## config.mk

```make
export PLATFORM = sky130hd
export DESIGN_NAME = econet_tx_framer
export DESIGN_NICKNAME = d
export VERILOG_FILES = /design/src/rtl/econet_tx_framer.sv
export SDC_FILE = /design/constraint.sdc
export NUM_CORES = 1
export LEC_CHECK = 0
export ABC_AREA = 0
export CORE_ASPECT_RATIO = 1.75
export CORE_MARGIN = 1.5
export CORE_UTILIZATION = 30
export CTS_CLUSTER_DIAMETER = 120
export DETAILED_ROUTE_END_ITERATION = 12
export GPL_TIMING_DRIVEN = 0
export PLACE_DENSITY = 0.51
export SLEW_MARGIN = 25
export SYNTH_ARGS = -nofsm -noshare
export SYNTH_HDL_FRONTEND = slang
export SYNTH_SLANG_ARGS = --single-unit
```

## constraint.sdc

```tcl
create_clock -name clk -period 2.2 [get_ports clk]
set_input_delay 0.55 -clock clk [delete_from_list [all_inputs] [get_ports clk]]
set_output_delay 0.55 -clock clk [all_outputs]
set_load 0.03 [all_outputs]
```

## src/rtl/econet_tx_framer.sv

```systemverilog
// Econet HDLC transmit framer: opening flags, LSB-first zero-stuffed data, CRC-CCITT FCS, closing flags.
// Build macro TX_IDLE_FLAGS_EN: the idle line carries continuous 0x7E flags instead of marks.
module econet_tx_framer #(
  parameter int LEAD_FLAGS  = 2,
  parameter int TRAIL_FLAGS = 1
) (
  input  logic       clk,
  input  logic       reset,
  input  logic       bit_en,
  input  logic [7:0] tx_data,
  input  logic       tx_valid,
  input  logic       tx_last,
  output logic       tx_ready,
  input  logic       tx_abort,
  output logic       txd,
  output logic       tx_en,
  output logic       busy,
  output logic       done,
  output logic       underrun,
  output logic [2:0] fsm_state
);

  typedef enum logic [2:0] {
    IDLE  = 3'd0,
    LEAD  = 3'd1,
    DATA  = 3'd2,
    FCS   = 3'd3,
    TRAIL = 3'd4,
    ABORT = 3'd5
  } state_t;

  localparam logic [7:0] FLAG = 8'h7E;

  state_t      state, state_n;
  logic [7:0]  shreg, shreg_n;
  logic [7:0]  hold, hold_n;
  logic        hold_full, hold_full_n;
  logic        hold_last, hold_last_n;
  logic        cur_last, cur_last_n;
  logic        last_acc, last_acc_n;
  logic [15:0] lfsr, lfsr_n;
  logic [2:0]  ones, ones_n;
  logic [2:0]  bit_cnt, bit_cnt_n;
  logic [4:0]  cnt, cnt_n;
  logic        txd_n, tx_en_n, done_n, underrun_n;
  logic        running;
  logic        reload, accept, abort_now, data_bit, fb, fcs_bit;
`ifdef TX_IDLE_FLAGS_EN
  logic [3:0]  idle_flags, idle_flags_n;
`endif

  assign busy      = (state != IDLE);
  assign fsm_state = state;

  always_ff @(posedge clk or posedge reset) begin
    if (reset) begin
      state <= IDLE;
    end else begin
      state <= state_n;
    end
  end

  always_ff @(posedge clk or posedge reset) begin
    if (reset) begin
      shreg      <= 8'h00;
      hold       <= 8'h00;
      hold_full  <= 1'b0;
      hold_last  <= 1'b0;
      cur_last   <= 1'b0;
      last_acc   <= 1'b0;
      lfsr       <= 16'hFFFF;
      ones       <= 3'd0;
      bit_cnt    <= 3'd0;
      cnt        <= 5'd0;
      txd        <= 1'b1;
      tx_en      <= 1'b0;
      done       <= 1'b0;
      underrun   <= 1'b0;
      running    <= 1'b0;
`ifdef TX_IDLE_FLAGS_EN
      idle_flags <= 4'd0;
`endif
    end else begin
      shreg      <= shreg_n;
      hold       <= hold_n;
      hold_full  <= hold_full_n;
      hold_last  <= hold_last_n;
      cur_last   <= cur_last_n;
      last_acc   <= last_acc_n;
      lfsr       <= lfsr_n;
      ones       <= ones_n;
      bit_cnt    <= bit_cnt_n;
      cnt        <= cnt_n;
      txd        <= txd_n;
      tx_en      <= tx_en_n;
      done       <= done_n;
      underrun   <= underrun_n;
      running    <= 1'b1;
`ifdef TX_IDLE_FLAGS_EN
      idle_flags <= idle_flags_n;
`endif
    end
  end

  // Handshake: a byte moves when tx_valid && tx_ready are both high at a rising clk edge.
  // tx_ready never depends on tx_valid; it may rise for a single clk when a byte-boundary
  // reload frees the one-entry holding register in that same clk.
  always_comb begin
    state_n     = state;
    shreg_n     = shreg;
    hold_n      = hold;
    hold_full_n = hold_full;
    hold_last_n = hold_last;
    cur_last_n  = cur_last;
    last_acc_n  = last_acc;
    lfsr_n      = lfsr;
    ones_n      = ones;
    bit_cnt_n   = bit_cnt;
    cnt_n       = cnt;
    txd_n       = txd;
    tx_en_n     = tx_en;
    done_n      = 1'b0;
    underrun_n  = 1'b0;
    reload      = 1'b0;
    tx_ready    = 1'b0;
    accept      = 1'b0;
`ifdef TX_IDLE_FLAGS_EN
    idle_flags_n = idle_flags;
`endif
    data_bit  = shreg[0];
    fb        = data_bit ^ lfsr[15];
    fcs_bit   = ~lfsr[4'd15 - cnt[3:0]];
    abort_now = bit_en && tx_abort &&
                (state == LEAD || state == DATA || state == FCS);

    if (abort_now) begin
      // The cell that sees the abort already carries the first of the eight ones.
      state_n     = ABORT;
      cnt_n       = 5'd1;
      txd_n       = 1'b1;
      tx_en_n     = 1'b1;
      hold_full_n = 1'b0;
      ones_n      = 3'd0;
    end else if (bit_en) begin
      case (state)
        IDLE: begin
`ifdef TX_IDLE_FLAGS_EN
          txd_n     = FLAG[bit_cnt];
          tx_en_n   = 1'b1;
          bit_cnt_n = bit_cnt + 3'd1;
          if (bit_cnt == 3'd7) begin
            if (hold_full) begin
              idle_flags_n = 4'd0;
              if (({1'b0, idle_flags} + 5'd1) >= 5'(LEAD_FLAGS)) begin
                state_n = DATA;
                reload  = 1'b1;
              end else begin
                state_n = LEAD;
                cnt_n   = {1'b0, idle_flags + 4'd1};
              end
            end else if (idle_flags != 4'hF) begin
              idle_flags_n = idle_flags + 4'd1;
            end
          end
`else
          txd_n   = 1'b1;
          tx_en_n = 1'b0;
`endif
        end
        LEAD: begin
          txd_n     = FLAG[bit_cnt];
          tx_en_n   = 1'b1;
          bit_cnt_n = bit_cnt + 3'd1;
          if (bit_cnt == 3'd7) begin
            if (cnt == 5'(LEAD_FLAGS - 1)) begin
              state_n = DATA;
              reload  = 1'b1;
            end else begin
              cnt_n = cnt + 5'd1;
            end
          end
        end
        DATA: begin
          tx_en_n = 1'b1;
          if (ones == 3'd5) begin
            txd_n  = 1'b0;
            ones_n = 3'd0;
          end else begin
            txd_n     = data_bit;
            lfsr_n    = {lfsr[14:12], lfsr[11] ^ fb, lfsr[10:5], lfsr[4] ^ fb, lfsr[3:0], fb};
            ones_n    = data_bit ? ones + 3'd1 : 3'd0;
            shreg_n   = {1'b0, shreg[7:1]};
            bit_cnt_n = bit_cnt + 3'd1;
            if (bit_cnt == 3'd7) begin
              if (cur_last) begin
                state_n = FCS;
                cnt_n   = 5'd0;
              end else if (hold_full) begin
                reload = 1'b1;
              end else begin
                underrun_n  = 1'b1;
                state_n     = ABORT;
                cnt_n       = 5'd0;
                hold_full_n = 1'b0;
              end
            end
          end
        end
        FCS: begin
          tx_en_n = 1'b1;
          if (ones == 3'd5) begin
            txd_n  = 1'b0;
            ones_n = 3'd0;
            if (cnt == 5'd16) begin
              state_n   = TRAIL;
              cnt_n     = 5'd0;
              bit_cnt_n = 3'd0;
            end
          end else begin
            txd_n  = fcs_bit;
            ones_n = fcs_bit ? ones + 3'd1 : 3'd0;
            // A final FCS bit that completes five ones still owes a stuff cell before the flag.
            if (cnt == 5'd15 && !(fcs_bit && ones == 3'd4)) begin
              state_n   = TRAIL;
              cnt_n     = 5'd0;
              bit_cnt_n = 3'd0;
            end else begin
              cnt_n = cnt + 5'd1;
            end
          end
        end
        TRAIL: begin
          txd_n     = FLAG[bit_cnt];
          tx_en_n   = 1'b1;
          bit_cnt_n = bit_cnt + 3'd1;
          if (bit_cnt == 3'd7) begin
            if (cnt == 5'(TRAIL_FLAGS - 1)) begin
              state_n = IDLE;
              done_n  = 1'b1;
            end else begin
              cnt_n = cnt + 5'd1;
            end
          end
        end
        ABORT: begin
          txd_n   = 1'b1;
          tx_en_n = 1'b1;
          if (cnt == 5'd7) begin
            state_n     = IDLE;
            hold_full_n = 1'b0;
            bit_cnt_n   = 3'd0;
          end else begin
            cnt_n = cnt + 5'd1;
          end
        end
        default: state_n = IDLE;
      endcase
    end

    if (reload) begin
      shreg_n     = hold;
      cur_last_n  = hold_last;
      hold_full_n = 1'b0;
    end

    case (state)
      IDLE:       tx_ready = running && !hold_full;
      LEAD, DATA: tx_ready = !last_acc && (!hold_full || reload);
      default:    tx_ready = 1'b0;
    endcase

    accept = tx_valid && tx_ready;
    if (accept) begin
      hold_n      = tx_data;
      hold_full_n = 1'b1;
      hold_last_n = tx_last;
      if (state == IDLE) begin
        last_acc_n = tx_last;
        lfsr_n     = 16'hFFFF;
        ones_n     = 3'd0;
`ifndef TX_IDLE_FLAGS_EN
        state_n    = LEAD;
        cnt_n      = 5'd0;
        bit_cnt_n  = 3'd0;
`endif
      end else if (tx_last) begin
        last_acc_n = 1'b1;
      end
    end
  end

endmodule

```

== Word level (Yosys, flattened, before mapping) ==
Memories as Yosys holds them, arrays and structs flattened.
Index checks and enable logic that the tools add are counted.

* Add/sub/neg operators: 4
* Multiply operators: 0
* Shift operators: 0
* Mux-type cells: 108
* Divide/modulo/power cells: 0
* Reductions and logical operators: 33
* Order comparisons: 2
* Bitwise gates (word level): 4
* Equality and inequality tests: 18

{| class="wikitable"
|+ Operators by type and width
! kind !! number
|-
| $mux 3 || 33
|-
| $mux 16 || 6
|-
| $mux 5 || 16
|-
| $mux 8 || 5
|-
| $mux 1 || 38
|-
| $pmux 5 s5 || 1
|-
| $pmux 3 s6 || 1
|-
| $eq 3x3->1 const B || 5
|-
| $ne 5x5->1 const B || 3
|-
| $pmux 3 s4 || 1
|-
| $reduce_bool 5->1 || 2
|-
| $pmux 1 s2 || 4
|-
| $reduce_bool 2->1 || 4
|-
| $logic_and 1x1->1 || 7
|-
| $add 3x1->3 const B || 2
|-
| $eq 3x2->1 const B || 2
|-
| $pmux 3 s2 || 1
|-
| $reduce_and 2->1 || 3
|-
| $reduce_and 6->1 || 1
|-
| $reduce_bool 3->1 || 2
|-
| $reduce_or 2->1 || 3
|-
| $add 5x1->5 const B || 1
|-
| $eq 5x1->1 const B || 1
|-
| $eq 5x3->1 const B || 1
|-
| 19 further kinds || 26
|}

* Input port bits: 14
* Output and inout port bits: 9
* Word-level logic and storage cells: 186
* Memories kept: 1
* ROM bits: 8
* Bits in latches: 0
* RAM bits: 0
* Register bits after elaboration: 55

{| class="wikitable"
|+ Memory list
! memory !! depth !! bits a word !! read ports !! clocked after Yosys merged registers in !! wr ports !! RTL line !! RTL
|-
| (name not given) || 8 || 1 || 1 || 0 || 0 || 233 || <nowiki>txd_n = FLAG[bit_cnt];</nowiki>
|}

== Longest topological paths before layout ==
* Depth after elaboration: 14
* Depth in mapped cells: 10
* Depth with buffers taken out: 8

== Least setup slack after synthesis ==
Ideal clock, no wire load.

* Path type: register to register
* Start: register cnt[1]
* End: register hold[0]
* Arrival time: 2375 ps
* Library setup time: 127 ps
* Slack: -303 ps
* Period minus slack after synthesis: 2503 ps
* Buffers on the path: 2
* Data required time: 2073 ps
* Cell stages (with the launch flop): 11
* Cells stage by stage: dfrtp_1 buf_6 inv_1 ha_1 nor2b_1 nand4_2 a21boi_4 a21o_1 and2_4 buf_6 mux2_1

* Longest elaborated chain between the ends: 10

{| class="wikitable"
|+ RTL lines
! element !! RTL line !! RTL
|-
| start: declaration || 44 || <nowiki>logic [4:0] cnt, cnt_n;</nowiki>
|-
| start signal: assignment || 93 || <nowiki>cnt <= cnt_n;</nowiki>
|-
| $eq 5x1->1 || 175 || <nowiki>if (cnt == 5'(LEAD_FLAGS - 1)) begin</nowiki>
|-
| $mux 1 || 175 ||
|-
| $mux 1 || 174 || <nowiki>if (bit_cnt == 3'd7) begin</nowiki>
|-
| $pmux 1 s2 || 145 || <nowiki>case (state)</nowiki>
|-
| $mux 1 || 144 || <nowiki>end else if (bit_en) begin</nowiki>
|-
| $mux 1 || 136 || <nowiki>if (abort_now) begin</nowiki>
|-
| $logic_or 1x1->1 || 268 || <nowiki>LEAD, DATA: tx_ready = !last_acc && (!hold_full || reload);</nowiki>
|-
| $logic_and 1x1->1 || 268 ||
|-
| $pmux 1 s2 || 266 || <nowiki>case (state)</nowiki>
|-
| named net tx_ready || 13 || <nowiki>output logic tx_ready,</nowiki>
|-
| $logic_and 1x1->1 || 272 || <nowiki>accept = tx_valid && tx_ready;</nowiki>
|-
| end signal: assignment || 85 || <nowiki>hold <= hold_n;</nowiki>
|-
| end: declaration || 36 || <nowiki>logic [7:0] hold, hold_n;</nowiki>
|}

The timed path passes the listed nets, and every way through them passes these cells.
A chain may end at the register's enable or synchronous reset.

== Final worst setup path ==
* Start: input port tx_abort
* End: output port tx_ready

* Longest elaborated chain between the ends: 6

{| class="wikitable"
|+ RTL lines
! element !! RTL line !! RTL
|-
| start: declaration || 14 || <nowiki>input logic tx_abort,</nowiki>
|-
| $logic_and 1x1->1 (2 in a row) || 133 || <nowiki>abort_now = bit_en && tx_abort &&</nowiki>
|-
| $mux 1 || 136 ||
|-
| $logic_or 1x1->1 || 268 ||
|-
| $logic_and 1x1->1 || 268 ||
|-
| $pmux 1 s2 || 266 ||
|-
| end: declaration || 13 ||
|}

Every way passes these cells.

==> metrics <==
area grow syn2layout=34.6%; Worst Path Arrival=1770 ps; fmax=430 MHz; Max clock buf depth=2; EDFF count, synth=0; total CTS buffers=5; status=finished, violations left; Worst setup EP type=primary output; Final period util=106%; die height=146 um; worst-path fanout max=5; most common cell in the netlist=nand2_1; post-synthesis sequential area ratio=40.0%; Vias/cell=5.68; Clk pwr share=16.9%; syn_area_per_cell=9.29 sq um; Leak Pwr=1.95 nW; register-to-register setup slack=-30 ps; Worst-Margin Slew=564 ps; Wirelength per Cell=19.0 um; largest net degree at the start of global routing=35; Post-Syn Instances=376; Layout Utilization=41.0%; Sw Ratio=40.2%; combinational fraction of design power=52.2%; RSZ-0062 raised after global routing=yes; setup TNS=-156 ps; final-report setup violation count=2; PnR worst setup slack=-124 ps; Die W=84.6 um; initial DRC count=207; NetSw=2.33 mW; Max Clock Skew=12.4 ps; CTS H-tree depth=2; Hold Crit Class=reg -> reg; Post-synth ARST share=100%; top post-synthesis cells by area=dfrtp_1, dfstp_2, nand2_1; max-cap violations=0; Num Clock Sinks=55; number of global-route vias before repair=3387; Final #Nets=460; Worst EP required=1650 ps; Port Buffers=22; YS warnings=0; final hold vios=0; # diodes=0; Post-Syn Area=0.00349 sq mm; Synth Net Count=401; Int Power=3.47 mW; flops & latches, synth=55; DIE AREA=0.0123 sq mm; CTS Root Cell=clkbuf_16; most frequent cells after synthesis=nand2_1, dfrtp_1, nand3_1, nor2_1, dfstp_2; GP Congestion=1.00; startpoint class of the critical path=input pin; share of the synthesized area in the top cell type=27.2%; # IOs=23; TritonRoute pass-1 iters=4; layout cells sized above 1=34.4%; pwr/cell area=1240 mW/mm^2; Clk pin slew, worst setup/hold paths=70 ps; # hold bufs at CTS=0; final slew viol count=0; Power Total=5.81 mW; total number of vias=3241; first-pass GRT wire length=17600 um; Post-Layout Inst Area=0.00470 sq mm; Final Critical Period=2320 ps; grt ovf=0; clock latency on the worst-skew pair=310 ps; Core Box Area=0.0115 sq mm; antenna-violating nets left=0; Detailed Place HPWL=7710 um; global-route total usage across every layer=18.1%; part of the power in registers=30.8%; Residual DRC=0; dominant register cell in the synthesized netlist=dfrtp_1; Final Routed Wirelength=10900 um; failing checks=negative setup slack; Initial Util=30.5%; max_slew headroom=62.4%; Distinct cells, synth=71; VDD IR-drop max=0.599 mV; Std-Cell Rows=52; initial antenna violation count=0; crit path kind=in -> out; DP Area=0.00396 sq mm; leading area contributor after synthesis=dfrtp_1; TritonCTS clock tree=yes
per-layer routing:
metal	share of wire [%]	track usage (%)	up-vias
met5	0	0	-
met4	5.8	10.2	0
met3	3.7	2.50	47
met2	54	34.2	116
met1	36	18.4	1595
li1	-	-	1483
critical path, cell delays in order:
cell             delay (ps)
clkdlybuf4s15_1         330
inv_2                    60
o31a_1                  320
a21boi_4                160
a21o_4                  220
buf_6                   130
power groups by stage:
stage	Sequential [mW]	Combinational (mW)	Clock, mW
finish	1.79	3.03	0.982
global route	1.85	3.25	1.04
CTS	1.79	2.76	1.01
floorplan	1.79	1.68	0
global placement	1.80	2.34	0
detailed placement	1.82	2.36	0
metrics by stage:
step | hold slack (ps) | worst slack [ps] | std cells
after floorplan | 443 | -57.2 | 376
after global placement | 482 | -1010 | 533
after detailed placement | 489 | -941 | 534
after CTS | 501 | -162 | 563
after global routing | 521 | -175 | 571
final | 497 | -124 | 571
registers in the layout (all words and copies together), names as in the netlist, 3 cells and up:
signal     flops
cnt            5
bit_cnt        3
hold           8
fsm_state      3
ones           3
shreg          8
lfsr          16
cells in the final DEF (no fill, tap or decap), drive strengths merged, types with 3 or more instances in the layout:
master | synthesis | final
o211ai | 6 | 6
o22ai | 3 | 3
inv | 13 | 13
o31ai | 3 | 3
and3 | 7 | 7
nor2b | 7 | 7
a22o | 4 | 4
a21oi | 12 | 12
nand2 | 56 | 56
a32o | 3 | 3
nor3 | 5 | 5
o21ai | 9 | 9
o21bai | 3 | 3
a221o | 9 | 9
and2 | 6 | 6
nand2b | 6 | 6
dfstp | 17 | 17
xnor2 | 3 | 3
mux2 | 14 | 14
buf | 14 | 48
nand4b | 3 | 3
nor2 | 21 | 21
nand4 | 8 | 8
mux2i | 5 | 5
a21boi | 4 | 4
a31oi | 7 | 7
nor3b | 5 | 5
ha | 11 | 11
a221oi | 3 | 3
nand3 | 28 | 28
dfrtp | 38 | 38
clkbuf | 12 | 15
clkdlybuf4s50 | 0 | 18
cells by family (layout without fill, tap and decap cells):
| kind of cell | count (synthesis) | after routing | synth area share, % |
|---|---|---|---|
| simple gates | 161 | 161 | 24.6 |
| compound gates | 86 | 86 | 19.3 |
| flops | 55 | 55 | 40.0 |
| buf+inv | 39 | 99 | 5.02 |
| mux | 19 | 19 | 5.95 |
| fa+ha+maj | 11 | 11 | 3.94 |
| xor+xnor | 4 | 4 | 1.00 |
| other cells | 1 | 1 | 0.107 |
final timing paths:
kind | startpoint | to | cells past startpoint
min in group asynchronous | reset | underrun | 2
setup reg to reg | cnt[1] | fsm_state[2] | 8
hold reg to reg | lfsr[6] | lfsr[6] | 2
hold / removal | lfsr[6] | lfsr[6] | 2
setup / recovery | tx_abort | tx_ready | 6
max in group asynchronous | reset | txd | 3
final cells by class:
type	count	area [sq um]
plain buffers	23	163
inverters	13	58.8
clock inverters	3	55.1
well taps	135	169
repair buffers	55	512
fillers	1129	6750
multi-input cells	282	2210
flip-flops and latches	55	1400
clock buffers	5	125
repair_timing:
| action | in CTS | in global routing |
|---|---|---|
| pin swaps | 16 | 22 |
| endpoints found under the setup margin | 48 | 48 |
| gates cloned | 0 | 0 |
| setup buffers | 23 | 11 |
| gates resized for setup | 54 | 47 |
No activity file was read; power rests on OpenSTA's default activity.
